## src/rtl/register_file_if.sv

```systemverilog
// Register-file port bundle: write port, two read indices, read data and
// the latched A/B operands.
interface register_file_if #(
  parameter int DATA_WIDTH = 32,
  parameter int ADDR_WIDTH = 5
);
  logic                  RegWrite;
  logic [ADDR_WIDTH-1:0] Read_Reg1;
  logic [ADDR_WIDTH-1:0] Read_Reg2;
  logic [ADDR_WIDTH-1:0] Write_Reg;
  logic [DATA_WIDTH-1:0] Write_Data;
  logic [DATA_WIDTH-1:0] Read_Data1;
  logic [DATA_WIDTH-1:0] Read_Data2;
  logic [DATA_WIDTH-1:0] A;
  logic [DATA_WIDTH-1:0] B;

  modport master (
    output RegWrite, Read_Reg1, Read_Reg2, Write_Reg, Write_Data,
    input  Read_Data1, Read_Data2, A, B
  );

  modport slave (
    input  RegWrite, Read_Reg1, Read_Reg2, Write_Reg, Write_Data,
    output Read_Data1, Read_Data2, A, B
  );
endinterface

```

## src/rtl/register_file.sv

```systemverilog
// Multi-cycle MIPS register file: $0 hardwired to zero, two async read ports,
// A/B operand latches. REG_FILE_BYPASS_EN forwards same-edge writes into A/B.
module register_file #(
  parameter int DATA_WIDTH = 32,
  parameter int ADDR_WIDTH = 5
) (
  input  logic           Clk,
  input  logic           Reset,
  register_file_if.slave rf
);
  localparam int DEPTH  = 2 ** ADDR_WIDTH;
  localparam int NUM_RD = 2;

  logic [DEPTH-1:0][DATA_WIDTH-1:0]  regs;
  logic [NUM_RD-1:0][ADDR_WIDTH-1:0] ridx;
  logic [NUM_RD-1:0][DATA_WIDTH-1:0] rdat;
  logic [NUM_RD-1:0][DATA_WIDTH-1:0] opnd_d;
  logic [NUM_RD-1:0][DATA_WIDTH-1:0] opnd_q;
  logic                              wr_en;

  assign wr_en = rf.RegWrite && (rf.Write_Reg != '0);
  assign ridx  = {rf.Read_Reg2, rf.Read_Reg1};

  always_ff @(posedge Clk or posedge Reset) begin
    if (Reset)      regs <= '0;
    else if (wr_en) regs[rf.Write_Reg] <= rf.Write_Data;
  end

  for (genvar p = 0; p < NUM_RD; p++) begin : g_rd
    assign rdat[p] = (ridx[p] == '0) ? '0 : regs[ridx[p]];
`ifdef REG_FILE_BYPASS_EN
    // wr_en already excludes $0, so index 0 is never forwarded
    assign opnd_d[p] = (wr_en && (rf.Write_Reg == ridx[p])) ? rf.Write_Data : rdat[p];
`else
    assign opnd_d[p] = rdat[p];
`endif
  end

  always_ff @(posedge Clk or posedge Reset) begin
    if (Reset) opnd_q <= '0;
    else       opnd_q <= opnd_d;
  end

  assign rf.Read_Data1 = rdat[0];
  assign rf.Read_Data2 = rdat[1];
  assign rf.A          = opnd_q[0];
  assign rf.B          = opnd_q[1];
endmodule

```

## src/flat_wrapper.sv

```systemverilog
// flat-port wrapper written by rule: the top's interface ports become plain ports
module register_file_flat 
#(
  parameter int DATA_WIDTH = 32,
  parameter int ADDR_WIDTH = 5
)
  (Clk, Reset, rf_RegWrite, rf_Read_Reg1, rf_Read_Reg2, rf_Write_Reg, rf_Write_Data, rf_Read_Data1, rf_Read_Data2, rf_A, rf_B);
  register_file_if #(.DATA_WIDTH(DATA_WIDTH), .ADDR_WIDTH(ADDR_WIDTH)) rf_i ();
  input  logic Clk;
  input  logic Reset;
  input wire logic [$bits(rf_i.RegWrite)-1:0] rf_RegWrite;
  input wire logic [$bits(rf_i.Read_Reg1)-1:0] rf_Read_Reg1;
  input wire logic [$bits(rf_i.Read_Reg2)-1:0] rf_Read_Reg2;
  input wire logic [$bits(rf_i.Write_Reg)-1:0] rf_Write_Reg;
  input wire logic [$bits(rf_i.Write_Data)-1:0] rf_Write_Data;
  output wire logic [$bits(rf_i.Read_Data1)-1:0] rf_Read_Data1;
  output wire logic [$bits(rf_i.Read_Data2)-1:0] rf_Read_Data2;
  output wire logic [$bits(rf_i.A)-1:0] rf_A;
  output wire logic [$bits(rf_i.B)-1:0] rf_B;
  assign rf_i.RegWrite = rf_RegWrite;
  assign rf_i.Read_Reg1 = rf_Read_Reg1;
  assign rf_i.Read_Reg2 = rf_Read_Reg2;
  assign rf_i.Write_Reg = rf_Write_Reg;
  assign rf_i.Write_Data = rf_Write_Data;
  assign rf_Read_Data1 = rf_i.Read_Data1;
  assign rf_Read_Data2 = rf_i.Read_Data2;
  assign rf_A = rf_i.A;
  assign rf_B = rf_i.B;
  register_file #(.DATA_WIDTH(DATA_WIDTH), .ADDR_WIDTH(ADDR_WIDTH)) u_core (.Clk(Clk), .Reset(Reset), .rf(rf_i));
endmodule
```

## config.mk

```make
export PLATFORM = sky130hd
export DESIGN_NAME = register_file_flat
export DESIGN_NICKNAME = d
export VERILOG_FILES = /design/src/rtl/register_file_if.sv /design/src/rtl/register_file.sv /design/src/flat_wrapper.sv
export SDC_FILE = /design/constraint.sdc
export NUM_CORES = 2
export LEC_CHECK = 0
export ABC_CLOCK_PERIOD_IN_PS = 48200
export BUFFER_PORTS_ARGS = -buffer_cell sky130_fd_sc_hd__buf_2
export CAP_MARGIN = 10
export CORE_MARGIN = 1
export CORE_UTILIZATION = 50
export CTS_CLUSTER_DIAMETER = 40
export DETAILED_ROUTE_END_ITERATION = 7
export GPL_ROUTABILITY_DRIVEN = 1
export PLACE_DENSITY = 0.66
export SLEW_MARGIN = 40
export SYNTH_ARGS = -nofsm -noshare
export SYNTH_HDL_FRONTEND = slang
export SYNTH_SLANG_ARGS = --single-unit
```

## constraint.sdc

```tcl
create_clock -name Clk -period 48.2 [get_ports Clk]
set_input_delay 9.64 -clock Clk [delete_from_list [all_inputs] [get_ports Clk]]
set_output_delay 9.64 -clock Clk [all_outputs]
set_load 0.05 [all_outputs]
```

==> impl_metrics.env <==
export IMPL_finalNonFillerCells=5315
export IMPL_drc=0
export IMPL_ys_warn_count=0
export IMPL_worstSetupStartpointType="input port"
export IMPL_hold_violations=0
export IMPL_post_route_min_period_ps=23100
export IMPL_fin_util_pct=57.3
export IMPL_critical_path_endpoint_type="output port"
export IMPL_regArea_sq_um=27200
export IMPL_p_leak_nw=27.6
export IMPL_multi_input_area_sq_um=27100
export IMPL_path_cells="buf_6 -> buf_4 -> buf_6 -> nor2_4 -> buf_4 -> a221oi_1 -> o21ai_0 -> a311oi_1 -> buf_2"
export IMPL_rows=122
export IMPL_grt_pass1_wl_um=258000
export IMPL_pwr_density_cell_nw_per_um2=46.8
export IMPL_post_route_period_util_pct=47.9
export IMPL_grt_max_degree=127
export IMPL_antenna_found_initial=13
export IMPL_die_area_sq_um=114000
export IMPL_ys_types=42
export IMPL_clk_latency_ps=760
export IMPL_drive_above_1_share_pct=53.7
export IMPL_die_x_um=338
export IMPL_setup_violations=0
export IMPL_crit_fanout=37
export IMPL_max_stage_delay_ps=790
export IMPL_wl_per_cell_um=32.9
export IMPL_routed_via_density=6.79
export IMPL_critical_path_class="input port to output port"
export IMPL_synth_nets=3728
export IMPL_setup_tns_final_ps=0
export IMPL_die_h_um=338
export IMPL_cts_resized_gates=0
export IMPL_drt_iter0_drc=3570
export IMPL_dpl_cell_area_sq_um=58000
export IMPL_preCtsSetupSlack_ps=25050
export IMPL_syn_to_final_growth_pct=13.1
export IMPL_fp_coreArea_sq_um=111000
export IMPL_start_util_pct=50.7
export IMPL_relSlewSlack_pct=37.7
export IMPL_synth_main_ff_cell="dfrtp_1"
export IMPL_ys_seq_elements=1088
export IMPL_timing_final_ws_setup_ps=25100
export IMPL_synth_edff_count=0
export IMPL_clockBufferDepth=3
export IMPL_irDropWorstVdd_uv=31.2
export IMPL_cts_root_buf="clkbuf_16"
export IMPL_worstPathRequired_ps=38560
export IMPL_clk_pin_slew_ps=50
export IMPL_whs_ps=394
export IMPL_routed_wl_um=175000
export IMPL_critical_path_arrival_ps=13460
export IMPL_fin_skew_ps=21.5
export IMPL_place_congestion=0.823
export IMPL_synth_cells=3678
export IMPL_fmax_ghz=0.0433
export IMPL_cts_buffers=162
export IMPL_rsz0062_at_grt="no"
export IMPL_dpl_cell_count=5011
export IMPL_grt_pass1_vias=36700
export IMPL_netlist_area_sq_um=56400
export IMPL_final_nets=3738
export IMPL_design_area_sq_um=63700
export IMPL_tritoncts="yes"
export IMPL_cp_slowest_cell="a311oi_1"
export IMPL_syn_area_per_cell_sq_um=15.3
export IMPL_fillers=8673
export IMPL_min_path_type="flop to flop"
export IMPL_dp_hpwl_um=101000
export IMPL_cap_violations=0
export IMPL_drv_slew=0
export IMPL_clock_sinks=1088
export IMPL_tightest_slew_ps=932
export IMPL_postCtsSetupBuffers=0
export IMPL_io_buffers=177
export IMPL_grt_overflow=0
export IMPL_htreeDepth=4
export IMPL_async_flop_share_pct=100
export IMPL_yosysSeqAreaShare_pct=48.3
export IMPL_grt_use_total_pct=31.3
export IMPL_dr_pass1_iters=5
export IMPL_ant_nets=0
export IMPL_num_vias=36100
export IMPL_p_total_mw=2.98
export IMPL_top_level_ports=178
export IMPL_outcome="complete, no violations"
export IMPL_postCtsHoldBufs=0
layout make-up:
class	instances	area share, %
multi-input combinational	2163	42.4
clock inverter	97	1.79
inverter	3	0.0451
tap	1488	2.92
sequential	1088	42.7
timing repair buffer	270	3.05
antenna	5	0.0196
clock buffer	201	7.02
power by group:
group          internal (mW)  leakage (nW)  total, mW  switching (mW)
clock network          0.757          2.73       1.21           0.456
logic                  0.300          11.0      0.559           0.259
registers               1.09          13.9       1.21           0.122
path summary, 6_finish.rpt:
kind / from / end / slack [ps] / cells past startpoint
hold / removal: u_core.regs[22] / u_core.regs[22] / 390 / 0
setup reg to reg: u_core.regs[102] / u_core.rf.A[6] / 46090 / 4
setup / recovery: rf_Read_Reg2[0] / rf_Read_Data2[31] / 25100 / 9
max in group asynchronous: Reset / u_core.regs[87] / 36650 / 6
min in group asynchronous: Reset / u_core.regs[415] / 8990 / 2
hold reg to reg: u_core.regs[22] / u_core.regs[22] / 390 / 0
critical path, delay by kind of cell:
| family | cells | cell delay [ps] |
|---|---|---|
| AND/OR/NAND/NOR | 1 | 240 |
| AO/OA/AOI/OAI | 3 | 1250 |
| buffers and inverters | 5 | 2230 |
layer usage:
layer  wire [um]  vias up  track usage [%]
met2       81400     1746             47.9
met5          66        -                0
met1       71700    19600             44.1
met4        6310       10             11.3
li1            -    14300                -
met3       15400      387             7.08
sequential cells by signal, indices dropped and copies added (netlist names):
name         count
u_core.rf.A     32
u_core.regs   1024
u_core.rf.B     32
cell usage in the layout, fill, tap and decap left out, drive strengths merged, types with 5 or more instances in the layout:
cell      synthesis  routed
buf             234     270
clkinvlp          0      17
a311oi           64      64
nor2             23      23
a221oi           47      47
nand2            50      50
clkbuf          190     201
a211oi           64      64
mux2i           128     128
mux2           1056    1056
mux4            448     448
a22oi            64      64
bufinv            0      17
o21ai           111     111
dfrtp          1088    1088
diode             0       5
nor2b            67      67
o2111ai          17      17
inv               3      21
clkinv            0      45
kinds of logic (layout without fill, tap and decap cells):
| group | Yosys count | count (layout) | share of synthesized area, % |
|---|---|---|---|
| compound gates | 367 | 367 | 4.71 |
| mux | 1632 | 1632 | 41.3 |
| buf+inv | 427 | 571 | 4.12 |
| simple gates | 164 | 164 | 1.60 |
| flops | 1088 | 1088 | 48.3 |
| other cells | 0 | 5 | 0 |
synth_stat cells, types with 10 or more instances:
master	count	area, sq um
buf_6	38	428
mux2i_1	128	1280
buf_4	61	458
mux2_1	58	653
a22oi_1	64	480
clkbuf_1	186	698
dfrtp_1	1088	27200
nor2_2	10	62.6
nor2_1	13	48.8
nand2_1	50	188
buf_2	130	651
a221oi_1	44	385
a311oi_1	64	561
a211oi_1	64	480
o21ai_1	100	500
o2111ai_1	17	149
mux4_2	446	10000
o21ai_0	11	55.1
nor2b_1	66	413
mux2_2	998	11200
Note: power is estimated with default switching activity, not from simulation.
